**config.mk**
```make
export PLATFORM = sky130hd
export DESIGN_NAME = gpio_mmio_bridge
export DESIGN_NICKNAME = d
export VERILOG_FILES = /design/src/rtl/gpio_bridge_pkg.sv /design/src/rtl/gpio_bridge_pending_slot.sv /design/src/rtl/gpio_mmio_bridge.sv
export SDC_FILE = /design/constraint.sdc
export NUM_CORES = 1
export LEC_CHECK = 0
export ABC_AREA = 1
export BUFFER_PORTS_ARGS = -buffer_cell sky130_fd_sc_hd__clkbuf_2
export CAP_MARGIN = 10
export CORE_MARGIN = 3
export CORE_UTILIZATION = 61
export CTS_BUF_LIST = sky130_fd_sc_hd__clkbuf_2 sky130_fd_sc_hd__clkbuf_4 sky130_fd_sc_hd__clkbuf_8
export DETAILED_ROUTE_END_ITERATION = 8
export HOLD_SLACK_MARGIN = 0.03
export PLACE_DENSITY = 0.95
export SYNTH_ARGS = -nofsm -noshare
export SYNTH_HDL_FRONTEND = slang
export SYNTH_HIERARCHICAL = 1
export SYNTH_SLANG_ARGS = --single-unit
```
**constraint.sdc**
```tcl
create_clock -name clk -period 4.2 [get_ports clk]
set_clock_uncertainty 0.05 [all_clocks]
set_input_delay 0 -clock clk [delete_from_list [all_inputs] [get_ports clk]]
set_output_delay 0 -clock clk [all_outputs]
set_load 0.005 [all_outputs]
```
**src/rtl/gpio_bridge_pkg.sv**
```systemverilog
// Shared types and helpers for the CPU-to-gpio_ip MMIO bridge: FSM states,
// window offsets, STATUS bit positions and the request descriptor.
package gpio_bridge_pkg;

   typedef enum logic [2:0] {
      IDLE,
      WRITE,
      READ_REQ,
      READ_WAIT,
      STAT_RD
   } state_t;

   localparam logic [2:0] OFF_DATA   = 3'h0;
   localparam logic [2:0] OFF_STATUS = 3'h4;

   localparam int STAT_MISS_BIT = 16;
   localparam int STAT_OVF_BIT  = 17;

   typedef struct packed {
      logic        is_load;
      logic [2:0]  off;
      logic [31:0] wdata;
      logic [3:0]  wmask;
   } req_t;

   localparam int REQ_W = $bits(req_t);

   function automatic logic [31:0] byte_merge(input logic [31:0] old_word,
                                              input logic [31:0] new_word,
                                              input logic [3:0]  mask);
      logic [31:0] merged;
      for (int i = 0; i < 4; i++) begin
         merged[8*i +: 8] = mask[i] ? new_word[8*i +: 8] : old_word[8*i +: 8];
      end
      return merged;
   endfunction

endpackage

```
**src/rtl/gpio_bridge_pending_slot.sv**
```systemverilog
// One-deep holding register for requests that arrive while the bridge is busy.
// Flags overflow whenever an offered request finds no room.
module gpio_bridge_pending_slot
   import gpio_bridge_pkg::*;
(
   input  logic             clk,
   input  logic             resetn,
   input  logic             first_valid,
   input  logic [REQ_W-1:0] first_req,
   input  logic             second_valid,
   input  logic [REQ_W-1:0] second_req,
   input  logic             bypass,
   input  logic             pop,
   output logic             full,
   output logic [REQ_W-1:0] slot_req,
   output logic             overflow
);

   logic             full_reg;
   logic [REQ_W-1:0] slot_reg;
   logic             cand_valid;
   logic             extra_valid;
   logic [REQ_W-1:0] cand_req;

   // When the FSM takes the first request directly, only the second competes for the slot.
   always_comb begin
      cand_valid  = bypass ? second_valid : first_valid;
      cand_req    = bypass ? second_req : first_req;
      extra_valid = !bypass && second_valid;
      overflow    = full_reg ? (cand_valid || extra_valid) : extra_valid;
   end

   always_ff @(posedge clk or negedge resetn) begin
      if (!resetn) begin
         full_reg <= 1'b0;
         slot_reg <= '0;
      end else if (full_reg) begin
         if (pop) begin
            full_reg <= 1'b0;
         end
      end else if (cand_valid) begin
         full_reg <= 1'b1;
         slot_reg <= cand_req;
      end
   end

   assign full     = full_reg;
   assign slot_req = slot_reg;

endmodule

```
**src/rtl/gpio_mmio_bridge.sv**
```systemverilog
// MMIO bridge from the CPU data bus to gpio_ip: decodes an 8-byte window,
// byte-merges stores into a shadow word, and exposes a STATUS word.
module gpio_mmio_bridge
   import gpio_bridge_pkg::*;
#(
   parameter logic [31:0] BASE_ADDR    = 32'h0040_0000,
   parameter int          READ_LATENCY = 1
) (
   input  logic        clk,
   input  logic        resetn,
   input  logic [31:0] mem_addr,
   input  logic [31:0] mem_wdata,
   input  logic [3:0]  mem_wmask,
   input  logic        mem_rstrb,
   output logic [31:0] mem_rdata,
   output logic        mem_rbusy,
   output logic        mem_wbusy,
   output logic        gpio_wr_en,
   output logic        gpio_rd_en,
   output logic [31:0] gpio_wdata,
   input  logic [31:0] gpio_rdata
);

   localparam logic [2:0] LAT_LAST = 3'(READ_LATENCY - 1);

   state_t      state_reg, state_next;
   logic [2:0]  lat_reg, lat_next;
   logic [31:0] rdata_reg, rdata_next;
   logic [31:0] gwdata_reg, gwdata_next;
   logic        rbusy_reg, rbusy_next;
   logic        wbusy_reg, wbusy_next;
   logic        wr_en_reg, wr_en_next;
   logic        rd_en_reg, rd_en_next;
   logic [31:0] shadow_reg;
   logic [15:0] wr_count_reg;
   logic        miss_err_reg;
   logic        ovf_reg;

   logic        hit, addr_misaligned, st_misaligned, ld_misaligned, st_ok, ld_ok;
   logic [2:0]  off;
   req_t        st_req, ld_req, first_req, issue_req, slot_req;
   logic [REQ_W-1:0] slot_bits;
   logic        first_valid, second_valid, slot_full, slot_ovf;
   logic        finishing, issue_slot, bypass, issue;
   logic        data_store, clr_miss, clr_ovf;
   logic [31:0] merged, status_word;

   // Stores are ordered ahead of loads when both arrive in the same cycle.
   always_comb begin
      hit             = mem_addr[31:3] == BASE_ADDR[31:3];
      addr_misaligned = mem_addr[1:0] != 2'b00;
      off             = {mem_addr[2], 2'b00};
      st_misaligned   = hit && (mem_wmask == 4'hF) && addr_misaligned;
      ld_misaligned   = hit && mem_rstrb && addr_misaligned;
      st_ok           = hit && (mem_wmask != 4'h0) && !st_misaligned;
      ld_ok           = hit && mem_rstrb && !addr_misaligned;
      st_req          = '{is_load: 1'b0, off: off, wdata: mem_wdata, wmask: mem_wmask};
      ld_req          = '{is_load: 1'b1, off: off, wdata: 32'h0, wmask: 4'h0};
      first_valid     = st_ok || ld_ok;
      first_req       = st_ok ? st_req : ld_req;
      second_valid    = st_ok && ld_ok;
   end

   gpio_bridge_pending_slot u_slot (
      .clk          (clk),
      .resetn       (resetn),
      .first_valid  (first_valid),
      .first_req    (first_req),
      .second_valid (second_valid),
      .second_req   (ld_req),
      .bypass       (bypass),
      .pop          (issue_slot),
      .full         (slot_full),
      .slot_req     (slot_bits),
      .overflow     (slot_ovf)
   );

   assign slot_req = req_t'(slot_bits);

   always_ff @(posedge clk or negedge resetn) begin
      if (!resetn) begin
         state_reg  <= IDLE;
         lat_reg    <= 3'd0;
         rdata_reg  <= 32'h0;
         gwdata_reg <= 32'h0;
         rbusy_reg  <= 1'b0;
         wbusy_reg  <= 1'b0;
         wr_en_reg  <= 1'b0;
         rd_en_reg  <= 1'b0;
      end else begin
         state_reg  <= state_next;
         lat_reg    <= lat_next;
         rdata_reg  <= rdata_next;
         gwdata_reg <= gwdata_next;
         rbusy_reg  <= rbusy_next;
         wbusy_reg  <= wbusy_next;
         wr_en_reg  <= wr_en_next;
         rd_en_reg  <= rd_en_next;
      end
   end

   // A held request launches on the closing edge of the current access, so no idle bubble.
   always_comb begin
      finishing   = (state_reg == WRITE) || (state_reg == STAT_RD) ||
                    ((state_reg == READ_WAIT) && (lat_reg == LAT_LAST));
      issue_slot  = slot_full && ((state_reg == IDLE) || finishing);
      bypass      = !slot_full && (state_reg == IDLE) && first_valid;
      issue       = issue_slot || bypass;
      issue_req   = issue_slot ? slot_req : first_req;
      merged      = byte_merge(shadow_reg, issue_req.wdata, issue_req.wmask);
      status_word = {14'h0, ovf_reg, miss_err_reg, wr_count_reg};

      state_next  = state_reg;
      lat_next    = lat_reg;
      rdata_next  = rdata_reg;
      gwdata_next = gwdata_reg;
      rbusy_next  = 1'b0;
      wbusy_next  = 1'b0;
      wr_en_next  = 1'b0;
      rd_en_next  = 1'b0;

      case (state_reg)
         READ_REQ: begin
            state_next = READ_WAIT;
            lat_next   = 3'd0;
            rbusy_next = 1'b1;
         end
         READ_WAIT: begin
            if (lat_reg == LAT_LAST) begin
               state_next = IDLE;
               rdata_next = gpio_rdata;
            end else begin
               lat_next   = lat_reg + 3'd1;
               rbusy_next = 1'b1;
            end
         end
         STAT_RD: begin
            state_next = IDLE;
            rdata_next = status_word;
         end
         WRITE:   state_next = IDLE;
         default: state_next = state_reg;
      endcase

      if (issue) begin
         if (issue_req.is_load) begin
            rbusy_next = 1'b1;
            if (issue_req.off == OFF_STATUS) begin
               state_next = STAT_RD;
            end else begin
               state_next = READ_REQ;
               rd_en_next = 1'b1;
            end
         end else begin
            state_next = WRITE;
            wbusy_next = 1'b1;
            if (issue_req.off == OFF_DATA) begin
               wr_en_next  = 1'b1;
               gwdata_next = merged;
            end
         end
      end
   end

   always_comb begin
      data_store = issue && !issue_req.is_load && (issue_req.off == OFF_DATA);
      clr_miss   = issue && !issue_req.is_load && (issue_req.off == OFF_STATUS) &&
                   issue_req.wdata[STAT_MISS_BIT];
      clr_ovf    = issue && !issue_req.is_load && (issue_req.off == OFF_STATUS) &&
                   issue_req.wdata[STAT_OVF_BIT];
   end

   // New error events win over a same-cycle write-1-to-clear.
   always_ff @(posedge clk or negedge resetn) begin
      if (!resetn) begin
         shadow_reg   <= 32'h0;
         wr_count_reg <= 16'h0;
         miss_err_reg <= 1'b0;
         ovf_reg      <= 1'b0;
      end else begin
         if (data_store) begin
            shadow_reg   <= merged;
            wr_count_reg <= wr_count_reg + 16'd1;
         end
         miss_err_reg <= (miss_err_reg && !clr_miss) || st_misaligned || ld_misaligned;
         ovf_reg      <= (ovf_reg && !clr_ovf) || slot_ovf;
      end
   end

   assign mem_rdata  = rdata_reg;
   assign mem_rbusy  = rbusy_reg;
   assign mem_wbusy  = wbusy_reg;
   assign gpio_wr_en = wr_en_reg;
   assign gpio_rd_en = rd_en_reg;
   assign gpio_wdata = gwdata_reg;

endmodule

```
==> results of run 1 <==
layout by cell type, fill, tap and decap left out, types with 4 or more instances in the layout:
master         netlist  final
a21oi_1             30     30
a31oi_1              7      7
a32o_1              14     14
buf_4                7      9
bufinv_16            0      6
clkbuf_2             0    169
clkbuf_8             0     18
conb_1               2     41
dfrtp_1            133    133
dlygate4sd3_1        0     73
inv_1               80     80
nand2_1            359    359
nand2_2              6      6
nand2_4              4      4
nand3_1            124    124
nand3_2              4      4
nand4_1             10     10
nor2_1             115    114
nor3_1               8      8
o21ai_0              7      7
o21ai_1             14     14
o22ai_1             11     11
xor2_1              13     13
through the flow:
stage               setup WS [ns]  hold slack (ns)
floorplan                   2.109          -0.3456
global placement            1.096           0.1296
detailed placement         0.8741           0.1406
CTS                        0.8532           0.1305
global route               0.4571           0.1712
finish                     0.7751           0.1567
timing repair:
item / in CTS / in global routing
setup endpoints to repair: 0 / 0
hold buffers: 73 / 0
endpoints found under the hold margin: 208 / 0
cell families (layout without fill, tap and decap cells):
logic type / after synthesis / count (layout) / share of synthesized area (%)
simple gates: 643 / 643 / 37.19
compound gates: 87 / 87 / 7.267
buf+inv: 134 / 366 / 8.548
flops: 133 / 133 / 44.85
xor+xnor: 13 / 13 / 1.534
other cells: 2 / 42 / 0.1012
fa+ha+maj: 3 / 3 / 0.5059
area by class of cell:
type                       instances  area (sq um)  share of cell area, %
antenna                            1         2.502                0.02615
clock buffer                      18         247.7                  2.589
clock inverter                    13         229.0                  2.393
inverter                          83         319.1                  3.335
multi-input combinational        787          3607                  37.70
sequential                       133          3328                  34.78
tap                              143         178.9                  1.870
timing repair buffer             252          1655                  17.30
per-layer routing:
metal | part of all wire, % | global-route usage, % | up-vias
li1 | - | - | 3733
met1 | 35 | 40.32 | 3631
met2 | 50 | 60.34 | 545
met3 | 9.2 | 8.446 | 115
met4 | 5.0 | 21.58 | 0
met5 | 0 | 0 | -
worst max-delay path by stage:
stage	from	to	slack, ns	cells past startpoint
3_5_place_dp	state_reg[2]$_DFFE_PN0P_	wr_count_reg[8]$_DFFE_PN0P_	0.87	10
3_3_place_gp	state_reg[2]$_DFFE_PN0P_	wr_count_reg[12]$_DFFE_PN0P_	1.10	10
2_1_floorplan	lat_reg[0]$_DFFE_PN0P_	gpio_wdata[16]$_DFFE_PN0P_	2.11	13
4_1_cts	state_reg[2]$_DFFE_PN0P_	wr_count_reg[8]$_DFFE_PN0P_	0.85	10
5_1_grt	state_reg[2]$_DFFE_PN0P_	wr_count_reg[12]$_DFFE_PN0P_	0.46	10
6_report	state_reg[2]$_DFFE_PN0P_	wr_count_reg[4]$_DFFE_PN0P_	0.78	10
critical path, stage by stage (launching register included):
cell,delay [ns]
dfrtp_1,0.57
nand2_1,0.64
nand3_4,0.19
nand2_4,0.36
nand3_1,0.26
nand2_4,0.18
nand2_4,0.09
nor2_8,0.53
buf_4,0.30
nand2_1,0.08
o21ai_1,0.09
where the power goes:
| group | total [mW] | switching [mW] | internal (mW) |
|---|---|---|---|
| combinational | 0.169 | 0.0820 | 0.0872 |
| clock | 1.29 | 0.514 | 0.779 |
| sequential | 1.28 | 0.0000277 | 1.28 |
==> metrics.log, run 1 <==
INFO  metric worst-endpoint-arrival = 3.75 ns
INFO  metric die_w = between 100 and 150 um
INFO  metric syn_avg_cell_area = 7.311 sq um
INFO  metric reg2reg_setup_slack = 0.78 ns
INFO  metric tritoncts_clock_tree = yes
INFO  metric io_pins = 171
INFO  metric post_cts_resized = 0
INFO  metric period_needed = 3.425 ns
INFO  metric post-route-util = 82.04%
INFO  metric fin_setup_tns = 0 ns
INFO  metric biggest_area_consumer_among_synthesized_cells = dfrtp_1
INFO  metric grt_antenna_before_repair = 1
INFO  metric tightest_slew = roughly 1 ns
INFO  metric floorplan.die.height = about 120 um
INFO  metric final_layout_size_suffix_gt1_share = 18.51%
INFO  metric final_cell_count_no_fill = between 1000 and 1500
INFO  metric timing.rr.end = wr_count_reg[4]$_DFFE_PN0P_
INFO  metric worst_hold_path_type = input pin to asynchronous set/reset pin
INFO  metric relSlewSlack = 35.07%
INFO  metric post-cts-setup-buffers = 0
INFO  metric period_share = 81.55%
INFO  metric top_count_cell_post_synth = nand2_1
INFO  metric worst-r2r-cell-count = 10
INFO  metric grt_pass1_wl = around 37000 um
INFO  metric maxClockFrequency = 292.0 MHz
INFO  metric detailed_place_hpwl = 13350 um
INFO  metric ys_dominant_reg_cell = dfrtp_1
INFO  metric cts_buffer_depth = 2
INFO  metric detail_route.iter0.violations = approximately 930
INFO  metric required = 4.53 ns
INFO  metric cts_made_buffers = 17
INFO  metric vdd.ir_drop.worst = between 0.2 and 0.25 mV
INFO  metric grt_start_max_net_pins = about 110
INFO  metric grt_pass1_vias = just under 8000
INFO  metric fp.dieArea = roughly 14000 sq um
INFO  metric status = finished, final reports clean
INFO  metric synth_seq_area_share = 44.85%
INFO  metric design.core.area = 11660 sq um
INFO  metric clk_pin_slew_worst_paths = ~0.080 ns
INFO  metric route.vias.total = ~8000
INFO  metric post_dp_cell_area = 8358 sq um
INFO  metric netlist_top_cells_count = nand2_1, dfrtp_1, nand3_1, nor2_1, inv_1
INFO  metric critPathKind = register to register
INFO  metric cts-root-buf = clkbuf_8
INFO  metric post-place-cells = 1325
INFO  metric synth_seq_cells = 133
INFO  metric regToRegStartpoint = state_reg[2]$_DFFE_PN0P_
INFO  metric synth_largest_type_area_fraction = 44.85%
INFO  metric initial_core_util = ~64%
INFO  metric largest_register_ffs = 40
INFO  metric final.fill_count = 696
INFO  metric track_usage = 35.44%
INFO  metric route.detailed.wl_per_inst = 15.86 um
INFO  metric cellLeakagePower = approximately 5.6 nW
INFO  metric synth_area_leaders = dfrtp_1, nand2_1, nand3_1, nor2_1, inv_1
INFO  metric finalInstanceArea = between 9000 and 10000 sq um
INFO  metric worstSetupStartpointType = register
INFO  metric yosys_warnings = 6
INFO  metric final-hold-violation-count = 0
INFO  metric finalWeightedCongestion = 0.9343
INFO  metric synthesis.area = 7421 sq um
INFO  metric drt_first_pass_iters = 7
INFO  metric grt_setup_unrepaired = no
INFO  metric clkLatencyLatePin = 0.46 ns
INFO  metric globalRoute.totalOverflow = 0
INFO  metric post_synth_inst_count = 1015
INFO  metric maxCapViolations = 0
INFO  metric vias_per_cell = roughly 5.6
INFO  metric power.density = 286.6 nW/um^2
INFO  metric synth_edf_count = 0
INFO  metric rows = 39
INFO  metric detail_route.wirelength = about 23000 um
INFO  metric clock_sinks = between 100 and 150
INFO  metric cp_max_fo = slightly below 50
INFO  metric areaGrowthSynthToFinish = 28.93%
INFO  metric htree_num_levels = 4
INFO  metric nets = 1380
INFO  metric power.total = 2.742 mW
INFO  metric async_flop_share = 100.0%
INFO  metric slew_violations = 0
INFO  metric end_kind = register
INFO  metric final_count_of_negative_setup_slack_endpoints = 0
INFO  metric yosys.cell_types.count = 38
INFO  metric detail-route-antenna-nets = 0
INFO  metric drc = 0
INFO  metric buffer_ports.inserted = 170
Note: power is estimated with default switching activity, not from simulation.
==> run 2, diff against run 1 <==
CORE_UTILIZATION = 56   (was 61)
PLACE_DENSITY = 0.91   (was 0.95)
clock period = 3.3 ns   (was 4.2 ns; I/O delays follow)
==> metrics.log, run 2 (synthesis results as in run 1) <==
INFO  metric worst-endpoint-arrival = 3.37 ns
INFO  metric cpPeakStageDelay = 0.56 ns
INFO  metric htree_num_levels = 4
INFO  metric fp.dieArea = 14670 sq um
INFO  metric clock_sinks = 133
INFO  metric detail_route.iter0.violations = 775
INFO  metric io_pins = 171
INFO  metric track_usage = 29.56%
INFO  metric drc = 0
INFO  metric floorplan.die.height = 121.1 um
INFO  metric power.density = 339.6 nW/um^2
INFO  metric detail_route.wirelength = around 21000 um
INFO  metric cts-root-buf = clkbuf_8
INFO  metric die_w = 121.1 um
INFO  metric maxClockFrequency = 323.6 MHz
INFO  metric buffer_ports.inserted = 170
INFO  metric final.fill_count = 909
INFO  metric design.core.area = 12770 sq um
INFO  metric status = finished, final reports clean
INFO  metric cts_made_buffers = 17
INFO  metric finalWeightedCongestion = 0.8693
INFO  metric period_share = 93.64%
INFO  metric layout_commonest_cell = nand2_1
INFO  metric final_count_of_negative_setup_slack_endpoints = 0
INFO  metric initial_core_util = 58.10%
INFO  metric route.detailed.wl_per_inst = between 10 and 15 um
INFO  metric clkLatencyLatePin = 0.45 ns
INFO  metric critical_path.cell_chain = inv_1 -> ha_1 -> inv_1 -> nor2_1 -> nand2_2 -> nand3_4 -> nand2_4 -> buf_4 -> nand4_1 -> nand2_1 -> nand4_1 -> nand2_1 -> nand2_1 -> dlygate4sd3_1
INFO  metric vias_per_cell = approximately 5.3
INFO  metric worstSetupStartpointType = register
INFO  metric drt_first_pass_iters = 7
INFO  metric tightest_slew = 0.8884 ns
INFO  metric fin_setup_tns = 0 ns
INFO  metric vdd.ir_drop.worst = between 0.2 and 0.3 mV
INFO  metric grt_pass1_vias = 7309
INFO  metric nets = ~1400
INFO  metric final_layout_size_suffix_gt1_share = 18.89%
INFO  metric multiInputGateArea = 3607 sq um
INFO  metric globalRoute.totalOverflow = 0
INFO  metric critPathKind = register to register
INFO  metric grt_antenna_before_repair = 0
INFO  metric areaGrowthSynthToFinish = 29.14%
INFO  metric final_layout_worst_hold_slack = 0.1532 ns
INFO  metric rows = 41
INFO  metric regArea = roughly 3300 sq um
INFO  metric power.total = 3.254 mW
INFO  metric final-hold-violation-count = 0
INFO  metric post-route-util = 75.02%
INFO  metric end_kind = register
INFO  metric cp_max_fo = 52
INFO  metric detailed_place_hpwl = 13260 um
INFO  metric cellLeakagePower = 5.650 nW
INFO  metric post_cts_resized = 0
INFO  metric grt_setup_unrepaired = no
INFO  metric insertedDiodeCount = 0
INFO  metric worst_hold_path_type = input pin to register
INFO  metric top_cell_by_count_worst_path = nand2_1
INFO  metric tritoncts_clock_tree = yes
INFO  metric route.vias.total = 7748
INFO  metric maxCapViolations = 0
INFO  metric slew_violations = 0
INFO  metric detail-route-antenna-nets = 0
INFO  metric largest_register_ffs = 40
INFO  metric grt_start_max_net_pins = about 100
INFO  metric cp_slowest_cell = dlygate4sd3_1
INFO  metric period_needed = 3.090 ns
INFO  metric layout_common_cells = nand2_1, clkbuf_2, dfrtp_1, nand3_1, nor2_1
INFO  metric clk_pin_slew_worst_paths = 0.07 ns
INFO  metric relSlewSlack = 40.77%
INFO  metric required = approximately 3.6 ns
INFO  metric cts_buffer_depth = 2
INFO  metric grt_pass1_wl = ~34000 um
-- run 2: cell types whose count changed in the layout (fill, tap and decap cells not counted), sizes merged --
cell / change
inv: -1
clkinv: -4
clkbuf: +10
clkinvlp: -1
bufinv: -4
buf: +6
diode: -1
-- run 2: metal layers --
| metal | wire length [um] | GRT usage [%] |
|---|---|---|
| met5 | 0 | 0 |
| met4 | 736 | 13.31 |
| met3 | 1703 | 6.993 |
| met2 | 10900 | 51.20 |
| met1 | 8029 | 34.81 |
-- run 2: cell type report --
type / instances / area share, %
clock buffer: 28 / 3.630
clock inverter: 3 / 0.6789
sequential: 133 / 34.73
tap: 172 / 2.246
multi-input combinational: 787 / 37.64
inverter: 83 / 3.329
timing repair buffer: 258 / 17.74
-- run 2: final timing paths --
check	slack [ns]	startpoint	cells after the start	to
max	0.21	lat_reg[0]$_DFFE_PN0P_	14	miss_err_reg$_DFF_PN0_
max reg2reg	0.21	lat_reg[0]$_DFFE_PN0P_	14	miss_err_reg$_DFF_PN0_
min	0.15	mem_addr[30]	10	gpio_wdata[16]$_DFFE_PN0P_
max in group asynchronous	2.21	resetn	3	mem_rdata[18]$_DFFE_PN0P_
min in group asynchronous	0.18	resetn	2	mem_rdata[8]$_DFFE_PN0P_
min reg2reg	0.42	gpio_wdata[18]$_DFFE_PN0P_	2	gpio_wdata[18]$_DFFE_PN0P_
-- run 2: critical path, delay by kind of cell, from the launching register on --
kind / cells / cell delay, ns
adder cells (fa/ha/maj): 1 / 0.19
buffers and inverters: 4 / 1.16
flip-flops: 1 / 0.35
AND/OR/NAND/NOR: 9 / 1.19
-- run 2: per-stage QoR --
step                      std cells  instance area (sq um)  setup slack (ns)
after floorplan                1054                   7567             1.209
after global placement         1360                   8439            0.5844
after detailed placement       1360                   8439            0.4860
after CTS                      1464                   9583            0.2827
after global routing           1464                   9583          0.005709
final                          1464                   9583            0.2097
-- run 2: power breakdown --
part | switching, mW | internal, mW | leakage [nW] | total, mW
Combinational | 0.105 | 0.112 | 3.67 | 0.217
Clock | 0.589 | 0.818 | 0.218 | 1.41
Sequential | 0.0000312 | 1.63 | 1.76 | 1.63
Total | 0.694 | 2.56 | 5.65 | 3.25
-- run 2: timing repair --
action	CTS	global route
hold buffers	73	0
buffers inserted	0	0
endpoints found under the hold margin	199	0
==> run 3, diff against run 2 <==
CORE_UTILIZATION = 38   (was 56)
PLACE_DENSITY = 0.69   (was 0.91)
==> metrics.log, run 3 (synthesis results as in run 1) <==
INFO  metric final_cell_count_no_fill = around 1600
INFO  metric grt_pass1_wl = around 34000 um
INFO  metric relSlewSlack = between 50% and 60%
INFO  metric die_w = around 150 um
INFO  metric worstSetupStartpointType = register
INFO  metric clkLatencyLatePin = 0.45 ns
INFO  metric end_kind = register
INFO  metric regToRegStartpoint = lat_reg[0]$_DFFE_PN0P_
INFO  metric required = 3.59 ns
INFO  metric power.density = 338.5 nW/um^2
INFO  metric ctsHoldBuffers = 73
INFO  metric htree_num_levels = 4
INFO  metric floorplan.die.height = 145.7 um
INFO  metric detailed_place_hpwl = approximately 14000 um
INFO  metric worst-endpoint-arrival = 3.21 ns
INFO  metric reg2reg_setup_slack = 0.38 ns
INFO  metric clk_pin_slew_worst_paths = 0.08 ns
INFO  metric grt_setup_unrepaired = no
INFO  metric grt_pass1_vias = 6993
INFO  metric layout_common_cells = nand2_1, clkbuf_2, dfrtp_1, nand3_1, nor2_1
INFO  metric maxClockFrequency = 342.0 MHz
INFO  metric initial_core_util = 39.15%
INFO  metric tritoncts_clock_tree = yes
INFO  metric final_count_of_negative_setup_slack_endpoints = 0
INFO  metric multiInputGateArea = 3607 sq um
INFO  metric final_critical_path_setup_slack = 0.3758 ns
INFO  metric critPathKind = register to register
INFO  metric post-route-util = 51.18%
INFO  metric worst-r2r-cell-count = 15
INFO  metric finalWeightedCongestion = about 0.84
INFO  metric layout_commonest_cell = nand2_1
INFO  metric timing.rr.end = miss_err_reg$_DFF_PN0_
INFO  metric cts_made_buffers = 17
INFO  metric design.core.area = around 19000 sq um
INFO  metric worstSetupEndpoint = miss_err_reg$_DFF_PN0_
INFO  metric nets = 1384
INFO  metric globalRoute.totalOverflow = 0
INFO  metric period_needed = 2.924 ns
INFO  metric track_usage = 19.52%
INFO  metric detail_route.wirelength = 20630 um
INFO  metric finalInstanceArea = 9702 sq um
INFO  metric drc = 0
INFO  metric post-cts-setup-buffers = 0
INFO  metric buffer_ports.inserted = between 150 and 200
INFO  metric detail-route-antenna-nets = 0
INFO  metric cp-startpoint = lat_reg[0]$_DFFE_PN0P_
INFO  metric worst_hold_path_type = input pin to asynchronous set/reset pin
INFO  metric final_layout_size_suffix_gt1_share = 18.82%
INFO  metric route.vias.total = approximately 7300
INFO  metric slew_violations = 0
INFO  metric detail_route.iter0.violations = 524
INFO  metric final.fill_count = 1827
INFO  metric post_dp_cell_area = approximately 8600 sq um
INFO  metric regArea = between 3000 and 4000 sq um
INFO  metric rows = 50
INFO  metric route.detailed.wl_per_inst = 13.30 um
INFO  metric io_pins = 171
INFO  metric post_cts_resized = 0
INFO  metric maxCapViolations = 0
INFO  metric fin_setup_tns = 0 ns
INFO  metric post-place-cells = 1446
INFO  metric dp_worst_setup_slack = 0.4974 ns
INFO  metric final-hold-violation-count = 0
INFO  metric areaGrowthSynthToFinish = 30.74%
INFO  metric status = finished, final reports clean
INFO  metric period_share = 88.61%
INFO  metric clock_sinks = roughly 130
INFO  metric vdd.ir_drop.worst = ~0.23 mV
INFO  metric cp_max_fo = 41
INFO  metric largest_register_ffs = 40
INFO  metric cts-root-buf = clkbuf_8
INFO  metric insertedDiodeCount = 0
INFO  metric fp.dieArea = between 20000 and 25000 sq um
INFO  metric tightest_slew = between 0.6 and 0.7 ns
INFO  metric vias_per_cell = 4.725
INFO  metric cts_buffer_depth = 2
INFO  metric cellLeakagePower = 5.634 nW
INFO  metric grt_antenna_before_repair = 0
INFO  metric grt_start_max_net_pins = 71
INFO  metric drt_first_pass_iters = 5
## run 3: how the worst min path moves through the flow
stage               startpoint                       end  slack [ns]  cells after the start
CTS                     resetn  mem_rdata[8]$_DFFE_PN0P_        0.07                      2
finish                  resetn  mem_rdata[8]$_DFFE_PN0P_        0.06                      2
global placement        resetn  mem_rdata[8]$_DFFE_PN0P_       0.006                      1
floorplan               resetn      gpio_rd_en$_DFF_PN0_       -0.35                      0
detailed placement      resetn  mem_rdata[8]$_DFFE_PN0P_        0.01                      1
global route            resetn  mem_rdata[8]$_DFFE_PN0P_         0.1                      2
## run 3: per-layer routing
layer | track usage, % | vias up | part of all wire, % | wire (um)
met3 | 4.049 | 12 | 5.3 | 1086
met4 | 4.084 | 0 | 0.75 | 155
met1 | 24.66 | 3380 | 43 | 8909
li1 | - | 3747 | - | -
met5 | 0 | - | 0 | 0
met2 | 34.61 | 190 | 51 | 10470
## run 3: final cells by class
class / instances / area share [%]
sequential: 133 / 34.30
clock buffer: 17 / 2.412
timing repair buffer: 256 / 17.63
multi-input combinational: 787 / 37.18
inverter: 83 / 3.289
tap: 260 / 3.353
clock inverter: 15 / 1.831
## run 3: report_power, final
part	switching, mW	internal, mW
clock network	0.691	0.752
logic	0.101	0.113
registers	0.0000322	1.63
## run 3: critical path, cell delays in order, from the launching register on
cell and delay (ns):
dfrtp_1 0.39, inv_1 0.09, ha_1 0.14, inv_1 0.03
nor2_1 0.14, nand2_2 0.24, nand3_4 0.16, nand2_4 0.10
buf_4 0.28, nand2_1 0.11, nand2_1 0.06, nor2_1 0.20
nand4_1 0.14, nand2_1 0.09, nand2_1 0.04, dlygate4sd3_1 0.54
## run 3: through the flow
step / power, mW / hold slack (ns)
floorplan: 1.696 / -0.3456
global placement: 1.806 / 0.006001
detailed placement: 1.807 / 0.01287
CTS: 3.338 / 0.06883
global route: 3.430 / 0.09504
finish: 3.284 / 0.06431
